[config.mk]
export PLATFORM = sky130hd
export DESIGN_NAME = jellyvl_etherneco_packet_tx
export DESIGN_NICKNAME = d
export VERILOG_FILES = /design/src/rtl/jellyvl_etherneco_pkg.sv /design/src/rtl/jellyvl_etherneco_crc32_byte.sv /design/src/rtl/jellyvl_etherneco_packet_tx.sv
export SDC_FILE = /design/constraint.sdc
export NUM_CORES = 1
export LEC_CHECK = 0
export ABC_AREA = 1
export CORE_ASPECT_RATIO = 0.75
export CORE_MARGIN = 5
export CORE_UTILIZATION = 53
export DETAILED_ROUTE_END_ITERATION = 8
export HOLD_SLACK_MARGIN = 0.1
export PLACE_DENSITY = 0.84
export SLEW_MARGIN = 30
export SYNTH_ARGS = -nofsm -noshare
export SYNTH_HDL_FRONTEND = slang
export SYNTH_HIERARCHICAL = 1
export SYNTH_SLANG_ARGS = --single-unit
[constraint.sdc]
create_clock -name clk -period 3.3 [get_ports clk]
set_clock_uncertainty 0.1 [all_clocks]
set_input_delay 0.495 -clock clk [delete_from_list [all_inputs] [get_ports clk]]
set_output_delay 0.495 -clock clk [all_outputs]
set_load 0.03 [all_outputs]
[src/rtl/jellyvl_etherneco_pkg.sv]
// Purpose: shared constants and types for the etherneco packet framer/parser.
// Latency: n/a (package only).
// Backpressure: n/a.
package jellyvl_etherneco_pkg;

  localparam int HEADER_SIZE = 4;
  localparam int FCS_SIZE    = 4;

  // CRC-32 IEEE 802.3, reflected form.
  localparam logic [31:0] CRC32_POLY = 32'hEDB88320;
  localparam logic [31:0] CRC32_INIT = 32'hFFFFFFFF;
  localparam logic [31:0] CRC32_XOR  = 32'hFFFFFFFF;

  typedef enum logic [1:0] {
    ST_IDLE,
    ST_HEADER,
    ST_PAYLOAD,
    ST_FCS
  } tx_state_t;

endpackage

[src/rtl/jellyvl_etherneco_crc32_byte.sv]
// Purpose: combinational byte-wise CRC-32 next-state (reflected, LSB first).
// Latency: 0 cycles (pure combinational).
// Backpressure: none; caller decides when to register crc_out.
// Ports: crc_in  - current CRC register value
//        data    - byte being folded into the CRC
//        crc_out - CRC register value after absorbing data
module jellyvl_etherneco_crc32_byte
  import jellyvl_etherneco_pkg::*;
(
  input  logic [31:0] crc_in,
  input  logic [7:0]  data,
  output logic [31:0] crc_out
);

  always_comb begin
    logic [31:0] c;
    c = crc_in ^ {24'h000000, data};
    for (int i = 0; i < 8; i++) begin
      c = c[0] ? ((c >> 1) ^ CRC32_POLY) : (c >> 1);
    end
    crc_out = c;
  end

endmodule

[src/rtl/jellyvl_etherneco_packet_tx.sv]
// Purpose: ring-bus packet framer: 4-byte header, streamed payload, optional CRC-32 FCS.
// Latency: first framed byte valid 1 cycle after an accepted tx_start; no bubbles while m_tx_ready=1.
// Backpressure: registered valid/ready output; s_payload_ready only when the output slot frees.
// Ports: reset/clk               - async active-low reset, rising-edge clock
//        tx_start/length/type/node - request and header fields (latched when idle)
//        busy/tx_done            - packet in flight / last byte handshake pulse
//        s_payload_*             - byte stream source for the payload
//        m_tx_*                  - framed byte stream towards the PHY side
module jellyvl_etherneco_packet_tx
  import jellyvl_etherneco_pkg::*;
#(
  parameter bit FCS_ENABLE   = 1'b1,
  parameter int LENGTH_WIDTH = 16
) (
  input  logic                    reset,
  input  logic                    clk,

  input  logic                    tx_start,
  input  logic [LENGTH_WIDTH-1:0] tx_length,
  input  logic [7:0]              tx_type,
  input  logic [7:0]              tx_node,
  output logic                    busy,
  output logic                    tx_done,

  input  logic [7:0]              s_payload_data,
  input  logic                    s_payload_valid,
  output logic                    s_payload_ready,

  output logic                    m_tx_first,
  output logic                    m_tx_last,
  output logic [7:0]              m_tx_data,
  output logic                    m_tx_valid,
  input  logic                    m_tx_ready
);

  tx_state_t               state, state_n;
  // Index of the next header/FCS byte to load; in FCS, value 4 means all loaded.
  logic [2:0]              idx, idx_n;
  // Payload bytes still to accept, minus one; pay_left clears after the final one,
  // so an all-ones length runs the full range without wrapping early.
  logic [LENGTH_WIDTH-1:0] cnt, cnt_n;
  logic                    pay_left, pay_left_n;
  logic [LENGTH_WIDTH-1:0] len_r, len_n;
  logic [7:0]              type_r, type_n;
  logic [7:0]              node_r, node_n;
  logic [31:0]             crc, crc_n;
  logic [31:0]             crc_calc;

  logic                    out_vld, vld_n;
  logic [7:0]              out_dat, dat_n;
  logic                    out_first, first_n;
  logic                    out_last, last_n;

  logic                    can_load;
  logic                    hs_last;
  logic [15:0]             len16;
  logic [31:0]             fcs;

  jellyvl_etherneco_crc32_byte u_crc (
    .crc_in  (crc),
    .data    (s_payload_data),
    .crc_out (crc_calc)
  );

  // Output slot is free if empty or being consumed this cycle.
  assign can_load        = !out_vld || m_tx_ready;
  assign hs_last         = out_vld && m_tx_ready && out_last;
  assign len16           = 16'(len_r);
  assign fcs             = crc ^ CRC32_XOR;

  assign busy            = (state != ST_IDLE);
  assign tx_done         = hs_last;
  assign s_payload_ready = can_load && (state == ST_PAYLOAD) && pay_left;
  assign m_tx_valid      = out_vld;
  assign m_tx_data       = out_dat;
  assign m_tx_first      = out_first;
  assign m_tx_last       = out_last;

  always_comb begin
    state_n    = state;
    idx_n      = idx;
    cnt_n      = cnt;
    pay_left_n = pay_left;
    len_n      = len_r;
    type_n     = type_r;
    node_n     = node_r;
    crc_n      = crc;
    vld_n      = out_vld && !m_tx_ready;
    dat_n      = out_dat;
    first_n    = out_first;
    last_n     = out_last;

    case (state)
      ST_IDLE: begin
        if (tx_start) begin
          len_n      = tx_length;
          type_n     = tx_type;
          node_n     = tx_node;
          cnt_n      = tx_length;
          pay_left_n = 1'b1;
          crc_n      = CRC32_INIT;
          idx_n      = 3'd1;
          state_n    = ST_HEADER;
          vld_n      = 1'b1;
          dat_n      = tx_node;
          first_n    = 1'b1;
          last_n     = 1'b0;
        end
      end

      ST_HEADER: begin
        if (can_load) begin
          vld_n   = 1'b1;
          first_n = 1'b0;
          last_n  = 1'b0;
          case (idx)
            3'd1:    dat_n = type_r;
            3'd2:    dat_n = len16[7:0];
            default: dat_n = len16[15:8];
          endcase
          if (idx == 3'(HEADER_SIZE - 1)) begin
            state_n = ST_PAYLOAD;
          end else begin
            idx_n = idx + 3'd1;
          end
        end
      end

      ST_PAYLOAD: begin
        if (pay_left) begin
          if (s_payload_ready && s_payload_valid) begin
            vld_n   = 1'b1;
            dat_n   = s_payload_data;
            first_n = 1'b0;
            last_n  = !FCS_ENABLE && (cnt == '0);
            crc_n   = crc_calc;
            if (cnt == '0) begin
              pay_left_n = 1'b0;
              if (FCS_ENABLE) begin
                state_n = ST_FCS;
                idx_n   = 3'd0;
              end
            end else begin
              cnt_n = cnt - 1'b1;
            end
          end
        end else if (hs_last) begin
          state_n = ST_IDLE;
        end
      end

      ST_FCS: begin
        if (idx < 3'(FCS_SIZE)) begin
          if (can_load) begin
            vld_n   = 1'b1;
            first_n = 1'b0;
            last_n  = (idx == 3'(FCS_SIZE - 1));
            case (idx[1:0])
              2'd0:    dat_n = fcs[7:0];
              2'd1:    dat_n = fcs[15:8];
              2'd2:    dat_n = fcs[23:16];
              default: dat_n = fcs[31:24];
            endcase
            idx_n = idx + 3'd1;
          end
        end else if (hs_last) begin
          state_n = ST_IDLE;
        end
      end

      default: state_n = ST_IDLE;
    endcase
  end

  always_ff @(posedge clk or negedge reset) begin
    if (!reset) begin
      state     <= ST_IDLE;
      idx       <= 3'd0;
      cnt       <= '0;
      pay_left  <= 1'b0;
      len_r     <= '0;
      type_r    <= 8'h00;
      node_r    <= 8'h00;
      crc       <= CRC32_INIT;
      out_vld   <= 1'b0;
      out_dat   <= 8'h00;
      out_first <= 1'b0;
      out_last  <= 1'b0;
    end else begin
      state     <= state_n;
      idx       <= idx_n;
      cnt       <= cnt_n;
      pay_left  <= pay_left_n;
      len_r     <= len_n;
      type_r    <= type_n;
      node_r    <= node_n;
      crc       <= crc_n;
      out_vld   <= vld_n;
      out_dat   <= dat_n;
      out_first <= first_n;
      out_last  <= last_n;
    end
  end

endmodule

==> results by group, run 1 <==
Route
  – Iter 0 DRT Violations: 582
  – Via count: 5854
  – Routed wire per std cell: 15.5 µm
  – Vias per cell: 5.33
  – DR pass1 iterations: 5
  – Final ANT Viol Nets: 0
  – DRC violation count after routing: 0
  – Total Wirelength: 17.1 mm

Job
  – Max-cap violations: 0

Placed design
  – Global placement routability congestion: 0.956
  – DPL Wire Length: 12.3 mm
  – Port bufs: 58

Critical path
  – FF-to-FF setup slack: 820 ps
  – Delay-heaviest family, CP: buffers and inverters
  – Crit Path Category: reg -> out
  – CP max stage cell: clkdlybuf4s50_1
  – Critical path fanouts, max: 12
  – Buf/Inv on CP: 2
  – WP data required: 2700 ps
  – CP Launch Type: flip-flop
  – Crit path arrival time: 2140 ps
  – Crit-path cells: inv_2 -> nand3_2 -> nor2_2 -> clkdlybuf4s50_1
  – CP endpoint kind: output pin
  – Worst stage delay on the critical path: 690 ps

Synth
  – Post-Synth Adder-Cell Area: 1.58%
  – Compound-Gate Fraction of Synth Area: 11.3%
  – Ys flop type: dfrtp_1
  – Synthesized cell area: 0.00634 mm²
  – Syn avg cell area: 7.17 µm²
  – Sequential cell area fraction in the yosys report: 35.7%
  – Post-synth EDFFs: 0
  – Cell variety after synth: 38
  – Most common cell in the netlist: nand2_1
  – Yosys top cell area share: 22.5%
  – Mux contribution to synthesized area: 3.20%
  – Synth area leaders: dfrtp_1 (22%), nand2_1 (17%), dfstp_2 (13%)
  – Largest family of logic cells by synthesized area: simple AND/OR/NAND/NOR gates
  – Syn_nets: 937
  – FF+latch count, synth: 89
  – Synth area leader: dfrtp_1
  – Ys async rst share: 100%
  – YS warnings: 6
  – Xor/xnor share of the synthesized area: 7.65%
  – Post-synthesis simple-gate area fraction: 32.4%
  – Top cells by count, synth: nand2_1 (292), o21ai_0 (95), inv_1 (89), nor2_1 (77), dfrtp_1 (57)
  – Cells after synthesis: 884

Power
  – Sequential power share: 27.1%
  – Worst VDD drop: 0.421 mV
  – Comb pwr share: 60.3%
  – Final Total Pwr: 8.15 mW
  – Internal: 4.03 mW
  – Leakage Power: 3.63 nW
  – Power Dens Cells: 1110 mW/mm²
  – Sw power: 4.13 mW
  – Sw Ratio: 50.6%
  – Clock power frac: 12.6%

Clocking
  – Clock root buffer: clkbuf_16
  – Clock Tree Buf Depth: 2
  – CTS tree: built
  – CTS H-tree depth: 3
  – Skew-Pair Late Insertion Delay: 350 ps
  – Hold_buf cts: 0
  – CTS clk-pin slew, worst paths: 70 ps
  – Post_cts resized: 0
  – Num CTS Buffers: 9
  – Clock Sinks: 89
  – Postcts setup bufs: 0

STA
  – Slew of the pin with the lowest slew margin: 704 ps
  – RSZ-0062 raised after global routing: false
  – Fin crit period: 2730 ps
  – Fin crit share: 82.8%
  – Final hold vios: 0
  – Slew margin rel.: 53.0%
  – Fmax: 0.366 GHz
  – Final setup vio count: 0
  – Final Slew Violations: 0
  – Fin Setup TNS: 0 ps

Global route
  – Global-route wire length before repair: 27.4 mm
  – Vias in the first global route: 5432
  – GRT Overall Usage: 24.1%
  – Grt ovf: 0
  – Initial antenna violation count: 0
  – Largest net degree at the start of global routing: 77

Layout
  – Number of fill cells: 1041
  – Share of post-route cells with drive strength above 1: 15.7%
  – Diodes inserted: 0
  – Register area: 0.00227 mm²
  – Area of the multi-input gates: 0.00356 mm²
  – Area grow syn2layout: 15.6%
  – Fin nets: 985

Floorplan
  – Die Area: 0.0143 mm²
  – Starting density of the core: 54.4%
  – Core box area: 0.0117 mm²
  – Die W: 136 µm
  – I/O Pins: 59
  – Die height: 105 µm
  – # rows: 34

Hold path
  – HP Class: in -> async

Status
  – Status: finished clean
[placed cells by master, fill, tap and decap left out, drive strengths merged]
cell type	count
inv	104
a31oi	1
a21oi	16
clkdlybuf4s50	57
o21bai	2
clkinv	1
xor2	34
xnor2	12
nand2	333
o211ai	1
dfstp	32
nor3	2
a21boi	2
nand3	50
nor2	80
ha	8
buf	7
nand4	3
mux2	18
o21a	8
clkbuf	9
clkinvlp	1
o21ai	98
nand3b	1
dfrtp	57
[metrics by stage]
| stage | std cells | hold slack (ps) | instance area, µm² | worst slack [ps] | utilization [%] |
|---|---|---|---|---|---|
| floorplan | 884 | 99.4 | 6340 | 1430 | - |
| global placement | 1083 | 358 | 7040 | 817 | 60.4 |
| detailed placement | 1083 | 360 | 7040 | 789 | 60.4 |
| CTS | 1099 | 243 | 7330 | 603 | 62.8 |
| global route | 1099 | 126 | 7330 | 476 | 62.9 |
| finish | 1099 | 72.5 | 7330 | 569 | 62.9 |
[layer usage]
metal  share of wire [%]  wire, µm  GRT usage, %
met5                   0         0             0
met4                 2.4       407          7.12
met3                  10      1740          6.34
met2                  43      7310          35.4
met1                  45      7630          34.9
[layout make-up]
class / instances / area share (%)
multi-input cells: 669 / 48.5
flip-flops and latches: 89 / 30.9
repair buffers: 64 / 8.72
inverters: 99 / 5.07
clock buffers: 9 / 3.07
well taps: 162 / 2.77
clock inverters: 7 / 0.888
[power by group through the flow]
| stage | logic (mW) | clock network (mW) | registers [mW] |
|---|---|---|---|
| after floorplan | 3.63 | 0 | 2.19 |
| final | 4.92 | 1.02 | 2.21 |
| after detailed placement | 4.79 | 0 | 2.21 |
| after global routing | 5.46 | 1.09 | 2.28 |
| after CTS | 4.85 | 1.03 | 2.20 |
| after global placement | 4.67 | 0 | 2.19 |
[worst register-to-register path: cells and delay by family, from the launching register on]
family | cells | cell delay, ps
DFF | 1 | 440
buffers and inverters | 2 | 250
and+or+nand+nor | 8 | 1120
adders and majority gates | 1 | 450
[kinds of logic after synthesis]
kind of cell | count (synthesis)
AOI/OAI and AO/OA | 128
xor gates and xnor gates | 46
adders and majority gates | 8
buffers and inverters | 126
DFF | 89
muxes | 18
and+or+nand+nor | 469
[state kept, by name, summed over array words and instances (netlist names), 2 cells and up]
name,count
type_r,8
len16,16
state,2
cnt,16
crc,32
m_tx_data,8
idx,3
[worst paths after layout]
check	depth (start not counted)	from	endpoint
worst max register to register	11	idx[0]	m_tx_data[4]
worst max-delay path	4	state[0]	s_payload_ready
min in group clk	2	m_tx_first	m_tx_first
worst min register to register	2	m_tx_first	m_tx_first
worst min-delay path	1	reset	cnt[0]
max in group asynchronous	2	reset	crc[13]
Power figures use the tool's default switching activity.
==> run 2: changes to the inputs <==
- PLACE_DENSITY: 0.84 -> 0.86
- clock period: 3.3 -> 2.5 ns (I/O delays scaled with it)
==> results by group, run 2 (synthesis gave the netlist of run 1 again) <==
STA
  – Fin crit share: 96.1%
  – Slew margin rel.: 62.8%
  – Slew of the pin with the lowest slew margin: 557 ps
  – Final Slew Violations: 0
  – Final hold vios: 0
  – Fmax: 0.416 GHz
  – Fin crit period: 2400 ps
  – Final setup vio count: 0
  – Fin Setup TNS: 0 ps
  – RSZ-0062 raised after global routing: false

Critical path
  – CP max stage cell: clkdlybuf4s50_1
  – Reg2Reg Depth: 11
  – Critical path origin: state[1]
  – Crit-path cells: nand3_2 -> nor2_2 -> clkdlybuf4s50_1
  – Crit Path Category: reg -> out
  – WP data required: 2030 ps
  – Worst stage delay on the critical path: 690 ps
  – Critical path fanouts, max: 8
  – R2R Path Start: cnt[0]
  – Reg2reg end: cnt[14]
  – FF-to-FF setup slack: 400 ps
  – CP Launch Type: flip-flop
  – CP endpoint kind: output pin
  – Crit path arrival time: 1930 ps

Route
  – Via count: 5989
  – Iter 0 DRT Violations: 599
  – DR pass1 iterations: 6
  – Final ANT Viol Nets: 0
  – Vias per cell: 5.40
  – Routed wire per std cell: 15.9 µm
  – Total Wirelength: 17.6 mm
  – DRC violation count after routing: 0

Placed design
  – DPL Wire Length: 12.7 mm
  – Placement Cell Area: 0.00712 mm²
  – Global placement routability congestion: 0.949
  – Port bufs: 58

Clocking
  – Skew-Pair Late Insertion Delay: 350 ps
  – CTS tree: built
  – Clock Sinks: 89
  – CTS clk-pin slew, worst paths: 80 ps
  – Clock root buffer: clkbuf_16
  – CTS H-tree depth: 3
  – Clock Tree Buf Depth: 2
  – Num CTS Buffers: 9

Power
  – Sequential power share: 26.8%
  – Comb pwr share: 60.7%
  – Power Dens Cells: 1470 mW/mm²
  – Worst VDD drop: 0.575 mV
  – Sw power: 5.52 mW
  – Leakage Power: 3.69 nW
  – Internal: 5.40 mW
  – Sw Ratio: 50.5%
  – Clock power frac: 12.5%

Global route
  – Initial antenna violation count: 0
  – GRT Overall Usage: 24.9%
  – Global-route wire length before repair: 28.2 mm
  – Largest net degree at the start of global routing: 65
  – Vias in the first global route: 5520
  – Grt ovf: 0

Floorplan
  – Die height: 105 µm
  – Die Area: 0.0143 mm²
  – I/O Pins: 59
  – # rows: 34
  – Core box area: 0.0117 mm²
  – Starting density of the core: 54.4%
  – Die W: 136 µm

Layout
  – Share of post-route cells with drive strength above 1: 16.5%
  – Fin nets: 995
  – Biggest register: crc
  – Area grow syn2layout: 17.1%
  – Most frequent cells in the layout: nand2_1 (292), o21ai_0 (95), inv_1 (89)
  – Diodes inserted: 0
  – Final instance area: 0.00742 mm²
  – Number of flip-flops under the largest register name: 32
  – Most common cell after layout, fill and taps aside: nand2_1

Hold path
  – Min-delay src: m_tx_first
  – Hold-critical path depth: 2
  – WHS Endpoint: m_tx_first
  – HP Class: reg -> reg

Status
  – Status: finished clean

Job
  – Max-cap violations: 0
## run 2: cell count changes in the layout (fill, tap and decap cells not counted), sizes merged
| cell | change |
|---|---|
| buf | +9 |
| clkdlybuf4s50 | -1 |
| clkinvlp | +1 |
| dlygate4sd3 | +1 |
| dlymetal6s2s | +1 |
| inv | -1 |
## run 2: layout make-up
type / count / area, µm²
clock buffer: 9 / 225
clock inverter: 7 / 71.3
fill: 1019 / 4230
inverter: 99 / 372
multi-input combinational: 669 / 3560
sequential: 89 / 2270
tap: 162 / 203
timing repair buffer: 74 / 728
## run 2: worst max path at each step
| stage | to | slack, ps | cells after the start |
|---|---|---|---|
| 2_1_floorplan | cnt[9] | 630 | 9 |
| 3_3_place_gp | crc[18] | 260 | 12 |
| 3_5_place_dp | crc[16] | 230 | 13 |
| 4_1_cts | busy | 60 | 3 |
| 5_1_grt | s_payload_ready | 30 | 3 |
| 6_report | s_payload_ready | 100 | 3 |
## run 2: worst max-delay path: cells and delay by family, from the launching register on
| family | cells | cell delay, ps |
|---|---|---|
| buf+inv | 1 | 690 |
| flops | 1 | 540 |
| simple gates | 2 | 350 |
## run 2: metal layers
layer	vias up	GRT usage (%)	wire, µm
met5	-	0	0
met4	0	7.19	312
met3	28	7.83	2050
met2	319	36.1	7680
met1	2765	35.8	7560
li1	2877	-	-
## run 2: metrics by stage
| step | utilization (%) | hold WS [ps] | std cells | total power [mW] | worst slack (ps) |
|---|---|---|---|---|---|
| global route | 63.7 | 406 | 1109 | 11.8 | 29.6 |
| detailed placement | 61.0 | 231 | 1092 | 9.36 | 231 |
| global placement | 61.0 | 231 | 1092 | 9.19 | 261 |
| CTS | 63.7 | 377 | 1109 | 10.8 | 63.7 |
| floorplan | - | -20.6 | 884 | 7.69 | 627 |
| finish | 63.7 | 378 | 1109 | 10.9 | 98.5 |
## run 2: timing repair
action | in CTS | in global routing
buffers inserted | 0 | 0
resized for setup | 0 | 1
hold endpoints to repair | 29 | 0
endpoints found under the setup margin | 0 | 1
hold buffers | 1 | 0
## run 2: power groups by stage
stage	registers [mW]	clock network, mW	logic [mW]
after detailed placement	2.92	0	6.45
after CTS	2.91	1.38	6.52
after floorplan	2.89	0	4.79
after global placement	2.90	0	6.29
final	2.93	1.36	6.63
after global routing	3.02	1.46	7.36
==> run 3: changes to the inputs <==
- CELL_PAD_IN_SITES_DETAIL_PLACEMENT: not set -> 1
- CELL_PAD_IN_SITES_GLOBAL_PLACEMENT: not set -> 1
- CORE_UTILIZATION: 53 -> 38
- PLACE_DENSITY: 0.86 -> 0.85
==> results by group, run 3 (synthesis gave the netlist of run 1 again) <==
Global route
  – Global-route wire length before repair: 33.7 mm
  – Largest net degree at the start of global routing: 47
  – GRT Overall Usage: 21.8%
  – Vias in the first global route: 6134
  – Grt ovf: 0
  – Initial antenna violation count: 0

Clocking
  – CTS tree: built
  – Clock Tree Buf Depth: 2
  – CTS H-tree depth: 3
  – Clock Sinks: 89
  – CTS clk-pin slew, worst paths: 70 ps
  – Clock root buffer: clkbuf_16
  – Skew-Pair Late Insertion Delay: 360 ps
  – Num CTS Buffers: 9

Route
  – Routed wire per std cell: 17.9 µm
  – Wl on met1: 10.5 mm
  – Iter 0 DRT Violations: 382
  – Vias per cell: 5.17
  – Final ANT Viol Nets: 0
  – Via count: 5985
  – Max layer used: met4
  – DRC violation count after routing: 0
  – DR pass1 iterations: 5
  – Met3 WL: 1.02 mm
  – WL met2: 8.97 mm
  – Total Wirelength: 20.8 mm

Placed design
  – Placement Cell Area: 0.00720 mm²
  – DPL Wire Length: 15.4 mm
  – Global placement routability congestion: 0.878
  – Port bufs: 58

STA
  – Fin crit period: 2370 ps
  – Slew of the pin with the lowest slew margin: 654 ps
  – Fmax: 0.422 GHz
  – RSZ-0062 raised after global routing: false
  – Slew margin rel.: 56.4%
  – Final hold vios: 0
  – Fin Setup TNS: 0 ps
  – Final Slew Violations: 0
  – Final setup vio count: 0
  – Fin crit share: 94.9%

Status
  – Status: finished clean

Power
  – Internal: 5.43 mW
  – Worst VDD drop: 0.594 mV
  – Sw power: 5.80 mW
  – Leakage Power: 3.69 nW
  – Sw Ratio: 51.6%
  – Final Total Pwr: 11.2 mW
  – Power Dens Cells: 1500 mW/mm²
  – Clock power frac: 12.1%
  – Comb pwr share: 61.6%
  – Sequential power share: 26.3%

Critical path
  – Reg2Reg Depth: 11
  – Critical path fanouts, max: 7
  – Worst Setup EP: busy
  – CP Launch Type: flip-flop
  – Crit Path Category: reg -> out
  – WP data required: 2030 ps
  – CP endpoint kind: output pin
  – Crit path arrival time: 1900 ps
  – Critical path origin: state[0]
  – R2R Path Start: cnt[0]
  – Reg2reg end: cnt[13]
  – FF-to-FF setup slack: 240 ps

Layout
  – Biggest register: crc
  – Fin nets: 996
  – Most frequent cells in the layout: nand2_1 (292), o21ai_0 (95), inv_1 (89)
  – Most common cell after layout, fill and taps aside: nand2_1
  – Final instance area: 0.00749 mm²
  – Diodes inserted: 0
  – Area grow syn2layout: 18.1%
  – Number of flip-flops under the largest register name: 32
  – Share of post-route cells with drive strength above 1: 16.7%

Hold path
  – HP Class: in -> async

Floorplan
  – Die Area: 0.0194 mm²
  – Starting density of the core: 39.1%
  – Die height: 122 µm
  – I/O Pins: 59
  – Die W: 159 µm
  – Core box area: 0.0162 mm²
  – # rows: 40

Job
  – Max-cap violations: 0
## run 3: layer usage
| metal | global-route usage, % | vias to the layer above |
|---|---|---|
| met5 | 0 | - |
| met4 | 5.11 | 0 |
| met3 | 3.99 | 19 |
| met2 | 33.6 | 147 |
| met1 | 31.9 | 2938 |
| li1 | - | 2881 |
## run 3: critical path: stages, from the launching register on
cell             delay, ps
dfrtp_1                520
nor2_1                 140
inv_2                  170
clkdlybuf4s50_1        700
## run 3: timing repair
action                                  in CTS  in global routing
hold endpoints to repair                    19                  0
hold buffers                                 1                  0
buffers inserted                             0                  0
gates resized for setup                      0                  1
endpoints found under the setup margin       0                  4
## run 3: worst min-delay path by stage
stage               cells after the start           end  slack (ps)
floorplan                               0        cnt[0]         -20
global placement                        1      len16[0]         250
detailed placement                      1      len16[0]         250
CTS                                     2      len16[2]         390
global route                            2  m_tx_data[2]         420
finish                                  2      len16[0]         390
## run 3: power by group through the flow
stage                     combinational, mW  sequential [mW]  clock (mW)
final                                  6.92             2.95        1.36
after global routing                   7.67             3.05        1.45
after CTS                              6.89             2.94        1.39
after detailed placement               6.81             2.95           0
after global placement                 6.58             2.92           0
after floorplan                        4.79             2.89           0
## run 3: cell type report
| class | count | area, µm² |
|---|---|---|
| fill | 2094 | 8720 |
| inverter | 99 | 372 |
| timing repair buffer | 75 | 746 |
| clock buffer | 9 | 225 |
| multi-input combinational | 669 | 3560 |
| clock inverter | 7 | 61.3 |
| tap | 210 | 263 |
| sequential | 89 | 2270 |
## run 3: stage by stage
stage | hold slack [ps] | util (%) | std cells | setup WS [ps]
after floorplan | -20.6 | - | 884 | 627
after global placement | 248 | 44.4 | 1141 | 182
after detailed placement | 246 | 44.4 | 1141 | 114
after CTS | 394 | 46.2 | 1158 | 87.7
after global routing | 421 | 46.2 | 1158 | 17.1
final | 389 | 46.2 | 1158 | 129
